==> src/rtl/uart_pkg.sv <==
// Shared UART definitions: receiver FSM encoding, data width and default baud divisor.
// The default divisor is also used by the ser_tx side.
package uart_pkg;

    localparam int UART_DATA_W       = 8;
    localparam int UART_CLKS_PER_BIT = 434;

    typedef enum logic [2:0] {
        ST_IDLE   = 3'd0,
        ST_START  = 3'd1,
        ST_DATA   = 3'd2,
        ST_PARITY = 3'd3,
        ST_STOP   = 3'd4,
        ST_BREAK  = 3'd5
    } rx_state_t;

endpackage

==> src/rtl/uart_rx_fifo.sv <==
// Receive FIFO: drops pushes when full (unless a pop frees a slot in the same cycle)
// and reports the drop as a one-cycle overrun pulse.
module uart_rx_fifo #(
    parameter int WIDTH = 8,
    parameter int DEPTH = 4
) (
    input  logic                     clk,
    input  logic                     resetn,
    input  logic                     push,
    input  logic [WIDTH-1:0]         wdata,
    input  logic                     pop,
    output logic [WIDTH-1:0]         rdata,
    output logic                     valid,
    output logic                     overrun,
    output logic [$clog2(DEPTH):0]   level
);

    localparam int AW = $clog2(DEPTH);

    logic [AW:0]      wr_cnt;
    logic [AW:0]      rd_cnt;
    logic [WIDTH-1:0] mem [DEPTH];
    logic             full;
    logic             do_pop;
    logic             do_push;

    // Counters carry one extra wrap bit so full and empty are distinguishable.
    assign full    = (wr_cnt[AW] != rd_cnt[AW]) &&
                     (wr_cnt[AW-1:0] == rd_cnt[AW-1:0]);
    assign valid   = (wr_cnt != rd_cnt);
    assign level   = wr_cnt - rd_cnt;
    assign rdata   = mem[rd_cnt[AW-1:0]];
    assign do_pop  = pop && valid;
    assign do_push = push && (!full || do_pop);

    always_ff @(posedge clk or negedge resetn) begin
        if (!resetn) begin
            wr_cnt  <= '0;
            rd_cnt  <= '0;
            overrun <= 1'b0;
            for (int i = 0; i < DEPTH; i++) begin
                mem[i] <= '0;
            end
        end else begin
            if (do_push) begin
                mem[wr_cnt[AW-1:0]] <= wdata;
                wr_cnt <= wr_cnt + {{AW{1'b0}}, 1'b1};
            end
            if (do_pop) begin
                rd_cnt <= rd_cnt + {{AW{1'b0}}, 1'b1};
            end
            overrun <= push && full && !do_pop;
        end
    end

endmodule

==> src/rtl/uart_rx_core.sv <==
// UART receiver (8 data bits, LSB first, 1 stop bit) with mid-bit sampling and receive FIFO.
// Define UART_RX_PARITY_EN to add an even-parity bit after the data bits and the parity_err port.
module uart_rx_core
    import uart_pkg::*;
#(
    parameter int CLKS_PER_BIT = UART_CLKS_PER_BIT,
    parameter int FIFO_DEPTH   = 4
) (
    input  logic                          clk,
    input  logic                          resetn,
    input  logic                          ser_rx,
    output logic [UART_DATA_W-1:0]        rx_data,
    output logic                          rx_valid,
    input  logic                          rx_ready,
    output logic [$clog2(FIFO_DEPTH):0]   fifo_level,
    output logic                          frame_err,
    output logic                          overrun
`ifdef UART_RX_PARITY_EN
    ,
    output logic                          parity_err
`endif
);

    localparam int            CW       = $clog2(CLKS_PER_BIT);
    localparam logic [CW-1:0] HALF_BIT = CW'(CLKS_PER_BIT / 2 - 1);
    localparam logic [CW-1:0] FULL_BIT = CW'(CLKS_PER_BIT - 1);
    localparam logic [2:0]    LAST_BIT = 3'(UART_DATA_W - 1);

    logic                   sync1;
    logic                   sync2;
    logic                   rx_s;
    logic [1:0]             fill;
    logic                   armed;

    rx_state_t              state;
    rx_state_t              state_n;
    logic [CW-1:0]          baud_cnt;
    logic [CW-1:0]          baud_n;
    logic [2:0]             bit_idx;
    logic [2:0]             idx_n;
    logic [UART_DATA_W-1:0] shreg;
    logic [UART_DATA_W-1:0] shreg_n;
    logic                   tick;
    logic                   push;
    logic                   ferr_n;
`ifdef UART_RX_PARITY_EN
    logic                   par_bit;
    logic                   par_n;
    logic                   perr_n;
`endif

    assign rx_s = sync2;
    assign tick = (baud_cnt == '0);

    // fill marks when the synchronizer holds real line samples, so its
    // reset-time ones cannot arm the receiver on a line held low.
    always_ff @(posedge clk or negedge resetn) begin
        if (!resetn) begin
            sync1 <= 1'b1;
            sync2 <= 1'b1;
            fill  <= 2'b00;
            armed <= 1'b0;
        end else begin
            sync1 <= ser_rx;
            sync2 <= sync1;
            fill  <= {fill[0], 1'b1};
            if (state == ST_IDLE && rx_s && fill[1]) begin
                armed <= 1'b1;
            end
        end
    end

    always_ff @(posedge clk or negedge resetn) begin
        if (!resetn) begin
            state     <= ST_IDLE;
            baud_cnt  <= '0;
            bit_idx   <= '0;
            shreg     <= '0;
            frame_err <= 1'b0;
`ifdef UART_RX_PARITY_EN
            par_bit    <= 1'b0;
            parity_err <= 1'b0;
`endif
        end else begin
            state     <= state_n;
            baud_cnt  <= baud_n;
            bit_idx   <= idx_n;
            shreg     <= shreg_n;
            frame_err <= ferr_n;
`ifdef UART_RX_PARITY_EN
            par_bit    <= par_n;
            parity_err <= perr_n;
`endif
        end
    end

    always_comb begin
        state_n = state;
        baud_n  = baud_cnt;
        idx_n   = bit_idx;
        shreg_n = shreg;
        push    = 1'b0;
        ferr_n  = 1'b0;
`ifdef UART_RX_PARITY_EN
        par_n   = par_bit;
        perr_n  = 1'b0;
`endif
        unique case (state)
            ST_IDLE: begin
                if (armed && !rx_s) begin
                    state_n = ST_START;
                    baud_n  = HALF_BIT;
                end
            end
            ST_START: begin
                if (!tick) begin
                    baud_n = baud_cnt - CW'(1);
                end else if (!rx_s) begin
                    state_n = ST_DATA;
                    baud_n  = FULL_BIT;
                    idx_n   = '0;
                end else begin
                    state_n = ST_IDLE;
                end
            end
            ST_DATA: begin
                if (!tick) begin
                    baud_n = baud_cnt - CW'(1);
                end else begin
                    shreg_n[bit_idx] = rx_s;
                    baud_n           = FULL_BIT;
                    if (bit_idx == LAST_BIT) begin
`ifdef UART_RX_PARITY_EN
                        state_n = ST_PARITY;
`else
                        state_n = ST_STOP;
`endif
                    end else begin
                        idx_n = bit_idx + 3'd1;
                    end
                end
            end
            ST_PARITY: begin
                if (!tick) begin
                    baud_n = baud_cnt - CW'(1);
                end else begin
`ifdef UART_RX_PARITY_EN
                    par_n = rx_s;
`endif
                    baud_n  = FULL_BIT;
                    state_n = ST_STOP;
                end
            end
            ST_STOP: begin
                if (!tick) begin
                    baud_n = baud_cnt - CW'(1);
                end else if (rx_s) begin
                    state_n = ST_IDLE;
`ifdef UART_RX_PARITY_EN
                    if (^{shreg, par_bit}) begin
                        perr_n = 1'b1;
                    end else begin
                        push = 1'b1;
                    end
`else
                    push = 1'b1;
`endif
                end else begin
                    // Framing error outranks parity; only this pulse is raised.
                    ferr_n  = 1'b1;
                    state_n = ST_BREAK;
                end
            end
            ST_BREAK: begin
                if (rx_s) begin
                    state_n = ST_IDLE;
                end
            end
            default: begin
                state_n = ST_IDLE;
            end
        endcase
    end

    uart_rx_fifo #(
        .WIDTH (UART_DATA_W),
        .DEPTH (FIFO_DEPTH)
    ) u_fifo (
        .clk     (clk),
        .resetn  (resetn),
        .push    (push),
        .wdata   (shreg),
        .pop     (rx_ready),
        .rdata   (rx_data),
        .valid   (rx_valid),
        .overrun (overrun),
        .level   (fifo_level)
    );

endmodule

==> config.mk <==
export PLATFORM = sky130hd
export DESIGN_NAME = uart_rx_core
export DESIGN_NICKNAME = d
export VERILOG_FILES = /design/src/rtl/uart_pkg.sv /design/src/rtl/uart_rx_fifo.sv /design/src/rtl/uart_rx_core.sv
export SDC_FILE = /design/constraint.sdc
export NUM_CORES = 1
export LEC_CHECK = 0
export BUFFER_PORTS_ARGS = -buffer_cell sky130_fd_sc_hd__buf_2
export CORE_ASPECT_RATIO = 0.6
export CORE_MARGIN = 2
export CORE_UTILIZATION = 45
export DETAILED_ROUTE_END_ITERATION = 16
export PLACE_DENSITY = 0.6
export SETUP_SLACK_MARGIN = 0.4
export SLEW_MARGIN = 20
export SYNTH_ARGS = -nofsm -noshare
export SYNTH_HDL_FRONTEND = slang
export SYNTH_SLANG_ARGS = --single-unit
export TNS_END_PERCENT = 30
==> constraint.sdc <==
create_clock -name clk -period 5.05 [get_ports clk]
set_input_delay 0.7575 -clock clk [delete_from_list [all_inputs] [get_ports clk]]
set_output_delay 0.7575 -clock clk [all_outputs]
set_load 0.1 [all_outputs]
* Word-level counts from Yosys, hierarchy flattened *
Index checks and enable logic that the tools add are counted.

word-level totals
  flip-flop bits (word level) = 68
  bits in latches = 0
  RAM bits = 0
  ROM bits = 0
  input bits = 4
  output and inout port bits = 14
  logic and storage cells = 107
  memories = 0

operators by class
  $add $sub $neg = 5
  multiply operators = 0
  div/mod/pow operators = 0
  magnitude comparators = 5
  equal/unequal tests = 20
  shift-type cells = 0
  muxes and demuxes = 36
  bitwise operators = 2
  reductions and logical operators = 23

operator list
  operator               number
  $mux W9                5
  $mux W3                12
  $pmux W9 S4            1
  $bwmux W32             1
  $mux W8                3
  $ne A2 B2 Y1 const B   9
  $pmux W3 S6            1
  $bmux W8 S2            1
  $demux W8 S2           1
  $logic_and A1 B1 Y1    10
  $add A3 B1 Y3 const B  3
  $eq A3 B3 Y1 const B   3
  $logic_not A9 Y1       1
  $sub A9 B1 Y9 const B  1
  $bwmux W8              1
  $mux W1                7
  $reduce_and A7 Y1      1
  $eq A3 B2 Y1 const B   2
  $ge A3 B3 Y1 const B   2
  $not A2 Y3             2
  $pmux W3 S2            1
  $reduce_and A5 Y1      1
  $lt A3 B4 Y1 const B   1
  $reduce_and A4 Y1      1
  18 further kinds       20

* Depth between registers and ports, before layout *
Gate-level depths: netlist of run 1.

  depth in word-level cells = 6
  depth in mapped cells = 7

* Hierarchy *
From an unflattened synthesis of run 1, not the netlist that was laid out.

unflattened totals
  cells, all modules = 275
  area total of the unflattened synthesis = 3402.0 um2

by module, submodules not included
  module        instances  cells each  area an instance (um2)
  uart_rx_fifo  1          126         1874.3
  uart_rx_core  1          149         1527.7

* Least setup slack after synthesis of run 1 *
Ideal clock, no wire load.

  kind = register to output
  start = reg u_fifo.wr_cnt[0]
  end = out fifo_level[2]
  arrival = 2588 ps
  required time = 4293 ps
  setup slack = 1704 ps
  cell stages (with the launch flop) = 5
  path buffers = 0
  cells stage by stage = dfrtp_1 > inv_1 > ha_1 > fa_1 > xnor2_1

on the way
  word-level cells in the longest chain between the ends = 1

RTL lines
  what                    RTL line            source
  start, declared         uart_rx_fifo.sv:20  logic [AW:0] wr_cnt;
  start signal, assigned  uart_rx_fifo.sv:47  wr_cnt <= wr_cnt + {{AW{1'b0}}, 1'b1};
  $sub A3 B3 Y3           uart_rx_fifo.sv:31  assign level = wr_cnt - rd_cnt;
  end, declared           uart_rx_core.sv:15  output logic [$clog2(FIFO_DEPTH):0] fifo_level,

Every way passes these cells.

* Worst setup path in the final report of run 1 *
  start = reg u_fifo.rd_cnt[0]
  end = out fifo_level[2]

on the way
  word-level cells in the longest chain between the ends = 1

RTL lines
  what                    RTL line            source
  start, declared         uart_rx_fifo.sv:21  logic [AW:0] rd_cnt;
  start signal, assigned  uart_rx_fifo.sv:50  rd_cnt <= rd_cnt + {{AW{1'b0}}, 1'b1};
  $sub A3 B3 Y3           uart_rx_fifo.sv:31

Every way passes these cells.

==> results of run 1 <==
==> layer usage <==
layer,vias to the layer above,global-route usage
met5,-,0
met4,0,0.06667
met3,10,0.05681
met2,47,0.2299
met1,1090,0.2962
li1,1050,-
==> how the worst max path moves through the flow <==
stage,slack [ps],end
after floorplan,1700,fifo_level[2]
after global placement,2360,fifo_level[2]
after detailed placement,2340,fifo_level[2]
after CTS,1970,fifo_level[2]
after global routing,1830,fifo_level[2]
final,2020,fifo_level[2]
==> layout by cell type (no fill, tap or decap), drive strengths merged, types with 3 or more instances in the layout <==
cell type	instances
nor3	12
buf	19
nor4b	3
dfrtp	66
o21ai	10
ha	10
nor2	9
clkbuf	11
nand2	15
mux4	8
xnor2	5
o211ai	5
o31ai	7
inv	17
nor2b	5
nor3b	3
mux2	42
a21oi	4
nor4	5
nand3	7
==> cell families after synthesis <==
family,Yosys count,synth area share
fa+ha+maj,11,0.04188
flops,68,0.4917
simple gates,70,0.1419
xor+xnor,6,0.01516
mux,50,0.1906
buf+inv,26,0.02852
other cells,1,0.001082
compound gates,43,0.08917
==> cells in the mapped netlist, drive strengths merged (3+ instances only) <==
cell type	instances
dfrtp	66
mux2	42
inv	17
nand2	15
nor3	12
ha	10
o21ai	10
nor2	9
clkbuf	8
mux4	8
nand3	7
o31ai	7
nor2b	5
nor4	5
o211ai	5
xnor2	5
a21oi	4
nor3b	3
nor4b	3
==> metrics by stage <==
step	area, um2	utilization	hold slack [ps]	worst slack (ps)
global placement	3661	0.4976	331.4	2361
finish	3945	0.5362	353.7	2017
detailed placement	3661	0.4976	346.5	2340
global route	3945	0.5362	358.2	1831
CTS	3945	0.5362	355.7	1972
floorplan	3466	-	331.2	1704
==> power breakdown <==
part / total (W) / switching [W] / internal, W
Combinational: 0.000427 / 0.000280 / 0.000148
Clock: 0.000602 / 0.000223 / 0.000379
Sequential: 0.000711 / 0.000115 / 0.000595
==> cell type report <==
class | count | area [um2]
fill | 637 | 3412
sequential | 68 | 1704
multi-input combinational | 181 | 1663
clock buffer | 11 | 232.7
tap | 104 | 130.1
timing repair buffer | 19 | 100.1
inverter | 17 | 63.81
clock inverter | 4 | 51.30
==> sequential cells by signal (all words and copies together) (netlist names) <==
| name | count |
|---|---|
| sync1 | 1 |
| armed | 1 |
| u_fifo.wr_cnt | 3 |
| baud_cnt | 9 |
| state | 3 |
| frame_err | 1 |
| fill | 2 |
| u_fifo.overrun | 1 |
| u_fifo.rd_cnt | 3 |
| rx_s | 1 |
| u_fifo.mem | 32 |
| bit_idx | 3 |
| shreg | 8 |
==> reports/metrics.cfg, run 1 <==
[die]
fp-row-count = 24
start_util = 0.4711
die_w_um = 117.3
dieArea_um2 = 8443
io_pins = 18
core_um2 = 7357
die_h_um = 71.98

[place]
dp.cells = 389
place_congestion = 0.7959
io_buffers = 17
hpwl_mm = 4.649

[sta]
finalHoldViolations = 0
worstMarginPinSlew_ps = 723.2
fin_crit_sh = 0.6006
min_period_ps = 3033
max_freq_mhz = 329.7
tns_ps = 0
fin_skew_ps = 4.506
grt_setup_unrepaired = no
setup_viol = 0
slew_viol_final = 0
max-slew-margin-rel = 0.5179

[worst_hold_path]
hold_path.class = flip-flop to flip-flop
min_path_cells = 0
worstHoldEndpoint = fill[1]
hp-start = fill[0]

[critical_path]
crit_path_end_kind = output pin
cp_max_fo = 11
critPathSlowestCell = dfrtp_1
cp_data_required_time_ps = 4290
cp.arrival_ps = 2280
start_kind = flip-flop
ff2ff_path_depth = 6
critPathKind = flip-flop to output pin
worstSetupPathDepth = 4
r2r_setup_slack_ps = 2460
r2r-end = u_fifo.wr_cnt[1]
worstPathCellList = ha_1, fa_1, xnor2_1, buf_2
crit_buf_inv = 1
rr_startpoint = baud_cnt[0]
crit_family = adder cells
crit_path_start = u_fifo.rd_cnt[0]
slowest_delay_ps = 620

[detailed_routing]
wl_met3_um = 366
wl_met2_mm = 2.751
drt-total-wl_mm = 6.864
routedWlPerCell_um = 16.99
detail-route-antenna-nets = 0
vias_per_cell = 5.438
top_layer_used = met4
drc = 0
drt_iter0_drc = 129
via_count = 2197
wirelength_met1_mm = 3.660
dr.pass1.iters = 4

[clocking]
post_cts_buffers = 0
ctsHoldBuffers = 0
h-tree-depth = 3
cts_tree = done
clk_latency_ps = 330
clock-sinks = 68
cts_root_buffer = clkbuf_16
post_cts_resized = 0
clkTransAtPathRegs_ps = 50
cts_buffer_depth = 2
cts_made_buffers = 9

[grt]
grtUsageTotal = 0.1847
grt_max_degree = 37
grt_overflow = 0
grt_pass1_vias = 2087
grt_pass1_wl_mm = 11.48
grt_antenna_before_repair = 0

[yosys]
ys_warn_count = 0
ys_ff_latch = 68
syn_area_per_cell_um2 = 12.60
ys_async_sr_fraction = 1.000
synthTopCellsByArea = dfrtp_1, mux2_2, mux4_2
synth_area_leader_cell = dfrtp_1
synth_top_flop_cell = dfrtp_1
yosysUniqueCellTypes = 49
syn_inst = 275
yosysSeqAreaShare = 0.4917
synth_edf_count = 0
syn_nets = 290
synth_top_area_frac = 0.4765
netlist_area_um2 = 3466

[status]
outcome = complete, no violations

[pwr]
power_w = 0.001740
ir_drop_v = 0.0001667
leakage_nw = 1.828
p_per_area_nw_per_um2 = 440.9

[cells_and_area]
drive_gt1_frac = 0.3233
area_growth_pct = 13.83
n_antenna_cell = 0
nNetsFinal = 311
final_cell_count_no_fill = 404

[run]
maxCapViolations = 0

No activity file was read; power rests on OpenSTA's default activity.
==> run 2, diff against run 1 <==
--- a/config.mk
+++ b/config.mk
@@ -10,7 +10,7 @@
 export CORE_MARGIN = 2
 export CORE_UTILIZATION = 45
 export DETAILED_ROUTE_END_ITERATION = 16
-export PLACE_DENSITY = 0.6
+export PLACE_DENSITY = 0.62
 export SETUP_SLACK_MARGIN = 0.4
 export SLEW_MARGIN = 20
 export SYNTH_ARGS = -nofsm -noshare
==> constraint.sdc (replaced) <==
create_clock -name clk -period 2.5 [get_ports clk]
set_input_delay 0.375 -clock clk [delete_from_list [all_inputs] [get_ports clk]]
set_output_delay 0.375 -clock clk [all_outputs]
set_load 0.1 [all_outputs]
==> run 2 against run 1 <==
Against the previous run:
- clock skew increased by 3.3 ps
- critical path depth did not move
- largest power group unchanged
- worst setup slack lost 1600 ps
- critical endpoint unchanged
- non-clock buffer count grew 19
- highest routed layer unchanged
- final area is 8.5% higher
- hold slack lost 310 ps
==> reports/metrics.cfg, run 2 (synthesized netlist as in run 1, its figures left out) <==
[status]
outcome = complete, no violations

[die]
io_pins = 18  ; unchanged
dieArea_um2 = 8443  ; unchanged
fp-row-count = 24  ; unchanged
die_w_um = 117.3  ; unchanged
die_h_um = 71.98  ; unchanged
start_util = 0.4711  ; unchanged
core_um2 = 7357  ; unchanged

[critical_path]
cp_max_fo = 2  ; -9
cp_data_required_time_ps = 2120  ; -2170 ps
start_kind = flip-flop
critPathKind = flip-flop to output pin
cp.arrival_ps = 1700  ; -580 ps
crit_path_end_kind = output pin
slowest_delay_ps = 430  ; -190 ps
worstPathCellList = ha_4, fa_2, xnor2_2, buf_12
critPathSlowestCell = dfrtp_2

[cells_and_area]
reg_top3 = u_fifo.mem (32), baud_cnt (9), shreg (8)
drive_gt1_frac = 0.4044  ; +0.08106
final_cell_count_no_fill = 423  ; +4.7%
multiInputGateArea_um2 = 1755  ; +5.6%
nNetsFinal = 330  ; +6.1%
fillers = 587  ; -7.8%
regArea_um2 = 1705  ; about the same
final_common_cell = dfrtp_1
largest_reg_flops = 32  ; unchanged
finalInstanceArea_um2 = 4279  ; +8.5%
largest_register = u_fifo.mem
area_growth_pct = 23.47
layout_common_cells = dfrtp_1, mux2_2, buf_4
n_antenna_cell = 0  ; unchanged

[sta]
fin_crit_sh = 0.8299
slew_viol_final = 0  ; unchanged
tns_ps = 0  ; unchanged
min_period_ps = 2075
grt_setup_unrepaired = yes
max-slew-margin-rel = 0.6530  ; +0.1352
worstMarginPinSlew_ps = 518.2  ; -205.0 ps
max_freq_mhz = 482.0
setup_viol = 0  ; unchanged
fin_skew_ps = 7.846  ; +3.340 ps
finalHoldViolations = 0  ; unchanged

[detailed_routing]
dr.pass1.iters = 5  ; +1
vias_per_cell = 5.475  ; +0.68%
detail-route-antenna-nets = 0  ; unchanged
drt_iter0_drc = 139  ; +7.8%
drt-total-wl_mm = 7.257  ; +5.7%
routedWlPerCell_um = 17.16  ; +0.98%
via_count = 2316  ; +5.4%
drc = 0  ; unchanged

[grt]
grt_pass1_vias = 2255  ; +8.0%
grtUsageTotal = 0.1925  ; +0.007789
grt_antenna_before_repair = 0  ; unchanged
grt_max_degree = 69  ; +86%
grt_overflow = 0  ; unchanged
grt_pass1_wl_mm = 12.01  ; +4.6%

[clocking]
ctsHoldBuffers = 0  ; unchanged
cts_root_buffer = clkbuf_16
clock-sinks = 68  ; unchanged
h-tree-depth = 3  ; unchanged
clkTransAtPathRegs_ps = 60  ; about the same
clk_latency_ps = 330  ; about the same
cts_tree = done
cts_made_buffers = 9  ; unchanged
cts_buffer_depth = 2  ; unchanged

[pwr]
p_per_area_nw_per_um2 = 882.2  ; +100%
leakage_nw = 1.959  ; +7.2%
ir_drop_v = 0.0003900  ; +130%
power_w = 0.003775  ; +120%

[place]
hpwl_mm = 5.028  ; +8.2%
io_buffers = 17  ; unchanged
placedInstanceArea_um2 = 3809  ; +4.0%
place_congestion = 0.8675  ; +9.0%
dp.cells = 400  ; +2.8%

[run]
maxCapViolations = 0  ; unchanged

[worst_hold_path]
hold_path.class = primary input to async pin

==> run 2: cell count changes in the layout (fill, tap and decap cells not counted), sizes merged <==
cell	before	now
buf	19	38
bufinv	1	0
clkbuf	11	13
clkinvlp	1	0
==> run 2: critical path, delay by kind of cell (launching register included) <==
kind,cells,cell delay [ps]
adder cells (fa/ha/maj),2,520
flip-flops,1,430
XOR/XNOR,1,210
buffers and inverters,1,200
==> run 2: metrics by stage <==
| step | util | worst slack [ps] | hold WS, ps |
|---|---|---|---|
| 6_report | 0.5816 | 425.2 | 48.21 |
| 3_5_place_dp | 0.5177 | 252.4 | 341.0 |
| 5_1_grt | 0.5816 | 333.8 | 90.53 |
| 4_1_cts | 0.5706 | 320.0 | 66.61 |
| 3_3_place_gp | 0.5177 | 245.9 | 332.6 |
| 2_1_floorplan | - | 144.4 | 79.41 |
==> run 2: layout make-up <==
type,count,area share
multi-input combinational,181,0.4102
sequential,68,0.3985
timing repair buffer,38,0.08275
inverter,17,0.01491
clock buffer,13,0.06082
clock inverter,2,0.002339
tap,104,0.03041
==> run 2: routing by layer <==
| layer | GRT usage | routed length (um) | part of all wire |
|---|---|---|---|
| met2 | 0.2299 | 2818 | 0.39 |
| met5 | 0 | 0 | 0 |
| met3 | 0.07268 | 391 | 0.054 |
| met4 | 0.05882 | 93 | 0.013 |
| met1 | 0.3130 | 3954 | 0.54 |
==> run 2: final timing paths <==
check / to / cells past startpoint / from / slack, ps
worst max-delay path: fifo_level[2] / 4 / u_fifo.rd_cnt[0] / 430
worst min-delay path: armed / 2 / resetn / 50
worst max register to register: u_fifo.mem[24] / 6 / baud_cnt[8] / 440
worst min register to register: fill[1] / 0 / fill[0] / 350
max in group asynchronous: u_fifo.rd_cnt[0] / 2 / resetn / 2130
min in group clk: sync1 / 1 / ser_rx / 140
==> run 2: what timing repair did <==
action | CTS | global route
pin swaps | 4 | 5
hold endpoints to repair | 0 | 0
setup buffers | 5 | 3
gates resized for setup | 14 | 12
setup endpoints to repair | 54 | 54
==> run 2: where the power goes <==
group	switching, W	internal [W]
Combinational	0.000732	0.000520
Clock	0.000447	0.000716
Sequential	0.000154	0.00121
==> run 3, diff against run 2 <==
==> constraint.sdc (replaced) <==
create_clock -name clk -period 1.7 [get_ports clk]
set_input_delay 0.255 -clock clk [delete_from_list [all_inputs] [get_ports clk]]
set_output_delay 0.255 -clock clk [all_outputs]
set_load 0.1 [all_outputs]
==> run 3 against run 2 <==
Against the previous run:
- the run now ends with setup timing left
- critical path depth unchanged
- die area unchanged
- flip-flop and latch count unchanged
- clock skew down 3.0 ps
- core utilization up 11 points
- total power up 73%
- routed wire length up 12%
- final cell count up 10%
- via count up 8.4%
- critical path type unchanged
- critical endpoint unchanged
- largest cell class unchanged
==> reports/metrics.cfg, run 3 (synthesized netlist as in run 1, its figures left out) <==
[sta]
slew_viol_final = 0  ; unchanged
tns_ps = -13610  ; -13610 ps
max_freq_mhz = 501.7
max-slew-margin-rel = 0.6285  ; -0.02451
setup_viol = 68  ; +68
finalHoldViolations = 0  ; unchanged
fin_crit_sh = 1.172
worstMarginPinSlew_ps = 554.8  ; +36.60 ps
grt_setup_unrepaired = yes
min_period_ps = 1993
fin_ws_ps = -293.1  ; -718.3 ps
fin_skew_ps = 4.895  ; -2.950 ps

[worst_hold_path]
hold_path.class = primary input to flip-flop
hp-start = ser_rx
min_path_cells = 1
worstHoldEndpoint = sync1

[clocking]
cts_buffer_depth = 2  ; unchanged
h-tree-depth = 3  ; unchanged
cts_tree = done
clkTransAtPathRegs_ps = 50  ; about the same
clock-sinks = 68  ; unchanged
cts_made_buffers = 9  ; unchanged
clk_latency_ps = 330  ; about the same
cts_root_buffer = clkbuf_16

[detailed_routing]
vias_per_cell = 5.388  ; -1.6%
detail-route-antenna-nets = 0  ; unchanged
dr.pass1.iters = 4  ; -1
drc = 0  ; unchanged
via_count = 2511  ; +8.4%
drt-total-wl_mm = 8.135  ; +12%
routedWlPerCell_um = 17.46  ; +1.8%
drt_iter0_drc = 107  ; -23%

[grt]
grt_antenna_before_repair = 0  ; unchanged
grt_max_degree = 69  ; unchanged
use_met1 = 0.3198  ; +0.006821
grt_pass1_vias = 2626  ; +16%
grt_overflow = 0  ; unchanged
use_met3 = 0.08271  ; +0.01003
gr-usage-met2 = 0.3027  ; +0.07280
grtUsageTotal = 0.2165  ; +0.02394
top_usage_layer = met1
grt_pass1_wl_mm = 13.57  ; +13%

[critical_path]
crit_path_end_kind = output pin
r2r-end = u_fifo.mem[2]
critPathKind = flip-flop to output pin
critPathSlowestCell = dfrtp_1
cp.arrival_ps = 1740  ; +40 ps
ff2ff_path_depth = 8  ; +2
r2r_setup_slack_ps = -260  ; -700 ps
start_kind = flip-flop
worstPathCellList = ha_4, fa_2, xnor2_4, buf_12
rr_startpoint = baud_cnt[0]
cp_max_fo = 2  ; unchanged
cp_data_required_time_ps = 1440  ; -680 ps
slowest_delay_ps = 430  ; about the same

[cells_and_area]
largest_register = u_fifo.mem
layout_common_cells = dfrtp_1, buf_4, mux2_4
finalInstanceArea_um2 = 5072  ; +19%
largest_reg_flops = 32  ; unchanged
area_growth_pct = 46.35
final_common_cell = dfrtp_1
n_antenna_cell = 0  ; unchanged
drive_gt1_frac = 0.5663  ; +0.1619
reg_top3 = u_fifo.mem (32), baud_cnt (9), shreg (8)
final_cell_count_no_fill = 466  ; +10%
nNetsFinal = 372  ; +13%

[pwr]
power_w = 0.006540  ; +73%
p_sw_frac = 0.3384  ; -0.01451
p_per_area_nw_per_um2 = 1289  ; +46%
p_int_w = 0.004327  ; +77%
clkPwrFrac = 0.306  ; -0.002
leakage_nw = 2.345  ; +20%
ir_drop_v = 0.002086  ; +430%
p_sw_w = 0.002213  ; +66%
share_seq_of_total_power = 0.303  ; -0.057
combinationalPowerShare = 0.391  ; +0.059

[die]
die_h_um = 71.98  ; unchanged
core_um2 = 7357  ; unchanged
io_pins = 18  ; unchanged
start_util = 0.4711  ; unchanged
fp-row-count = 24  ; unchanged
die_w_um = 117.3  ; unchanged
dieArea_um2 = 8443  ; unchanged

[place]
io_buffers = 17  ; unchanged
dp.cells = 446  ; +12%
place_congestion = 0.8579  ; -1.1%
placedInstanceArea_um2 = 4339  ; +14%
hpwl_mm = 5.450  ; +8.4%

[status]
violations = setup timing
outcome = finished with violations

[run]
maxCapViolations = 0  ; unchanged

## run 3: area by class of cell
class	instances	area, um2
Clock buffer	11	242.7
Clock inverter	5	75.07
Fill cell	522	2285
Inverter	17	68.82
Multi-Input combinational cell	181	2043
Sequential cell	68	1709
Tap cell	104	130.1
Timing Repair Buffer	80	803.3
## run 3: worst max path at each step
stage                           startpoint               end  slack (ps)
after global routing           baud_cnt[0]    u_fifo.mem[12]        -350
final                     u_fifo.rd_cnt[0]     fifo_level[2]        -290
after floorplan                baud_cnt[0]  u_fifo.wr_cnt[1]        -330
after detailed placement       baud_cnt[0]          shreg[7]        -410
after global placement         baud_cnt[0]  u_fifo.wr_cnt[1]        -380
after CTS                 u_fifo.rd_cnt[0]     fifo_level[2]        -280
## run 3: layer usage
metal,share of wire,vias to the layer above
li1,-,1177
met1,0.51,1280
met2,0.42,46
met3,0.052,8
met4,0.0089,0
met5,0,-
## run 3: power by group through the flow
stage	logic, W	registers [W]	clock network (W)
final	0.00256	0.00198	0.00200
after global routing	0.00272	0.00201	0.00210
after CTS	0.00250	0.00197	0.00202
after detailed placement	0.00226	0.00196	0
after global placement	0.00225	0.00196	0
after floorplan	0.00140	0.00197	0
## run 3: per-stage QoR
step | hold WS [ps] | util | setup WS (ps)
after CTS | 9.814 | 0.6772 | -278.9
after global placement | 302.9 | 0.5898 | -377.0
after floorplan | -40.59 | - | -329.1
after global routing | 4.851 | 0.6895 | -347.8
final | 18.39 | 0.6895 | -293.1
after detailed placement | 306.5 | 0.5898 | -410.0
## run 3: repair_timing
| action | CTS | global route |
|---|---|---|
| setup endpoints to repair | 76 | 74 |
| hold buffers | 1 | 0 |
| resized for setup | 87 | 24 |
| pin swaps | 18 | 11 |
| buffers inserted | 3 | 0 |
| hold endpoints to repair | 66 | 0 |
## run 3: critical path: cells and delay by family (launching register included)
family     cells  cell delay (ps)
buf+inv        1              190
flops          1              430
xor+xnor       1              170
fa+ha+maj      2              620
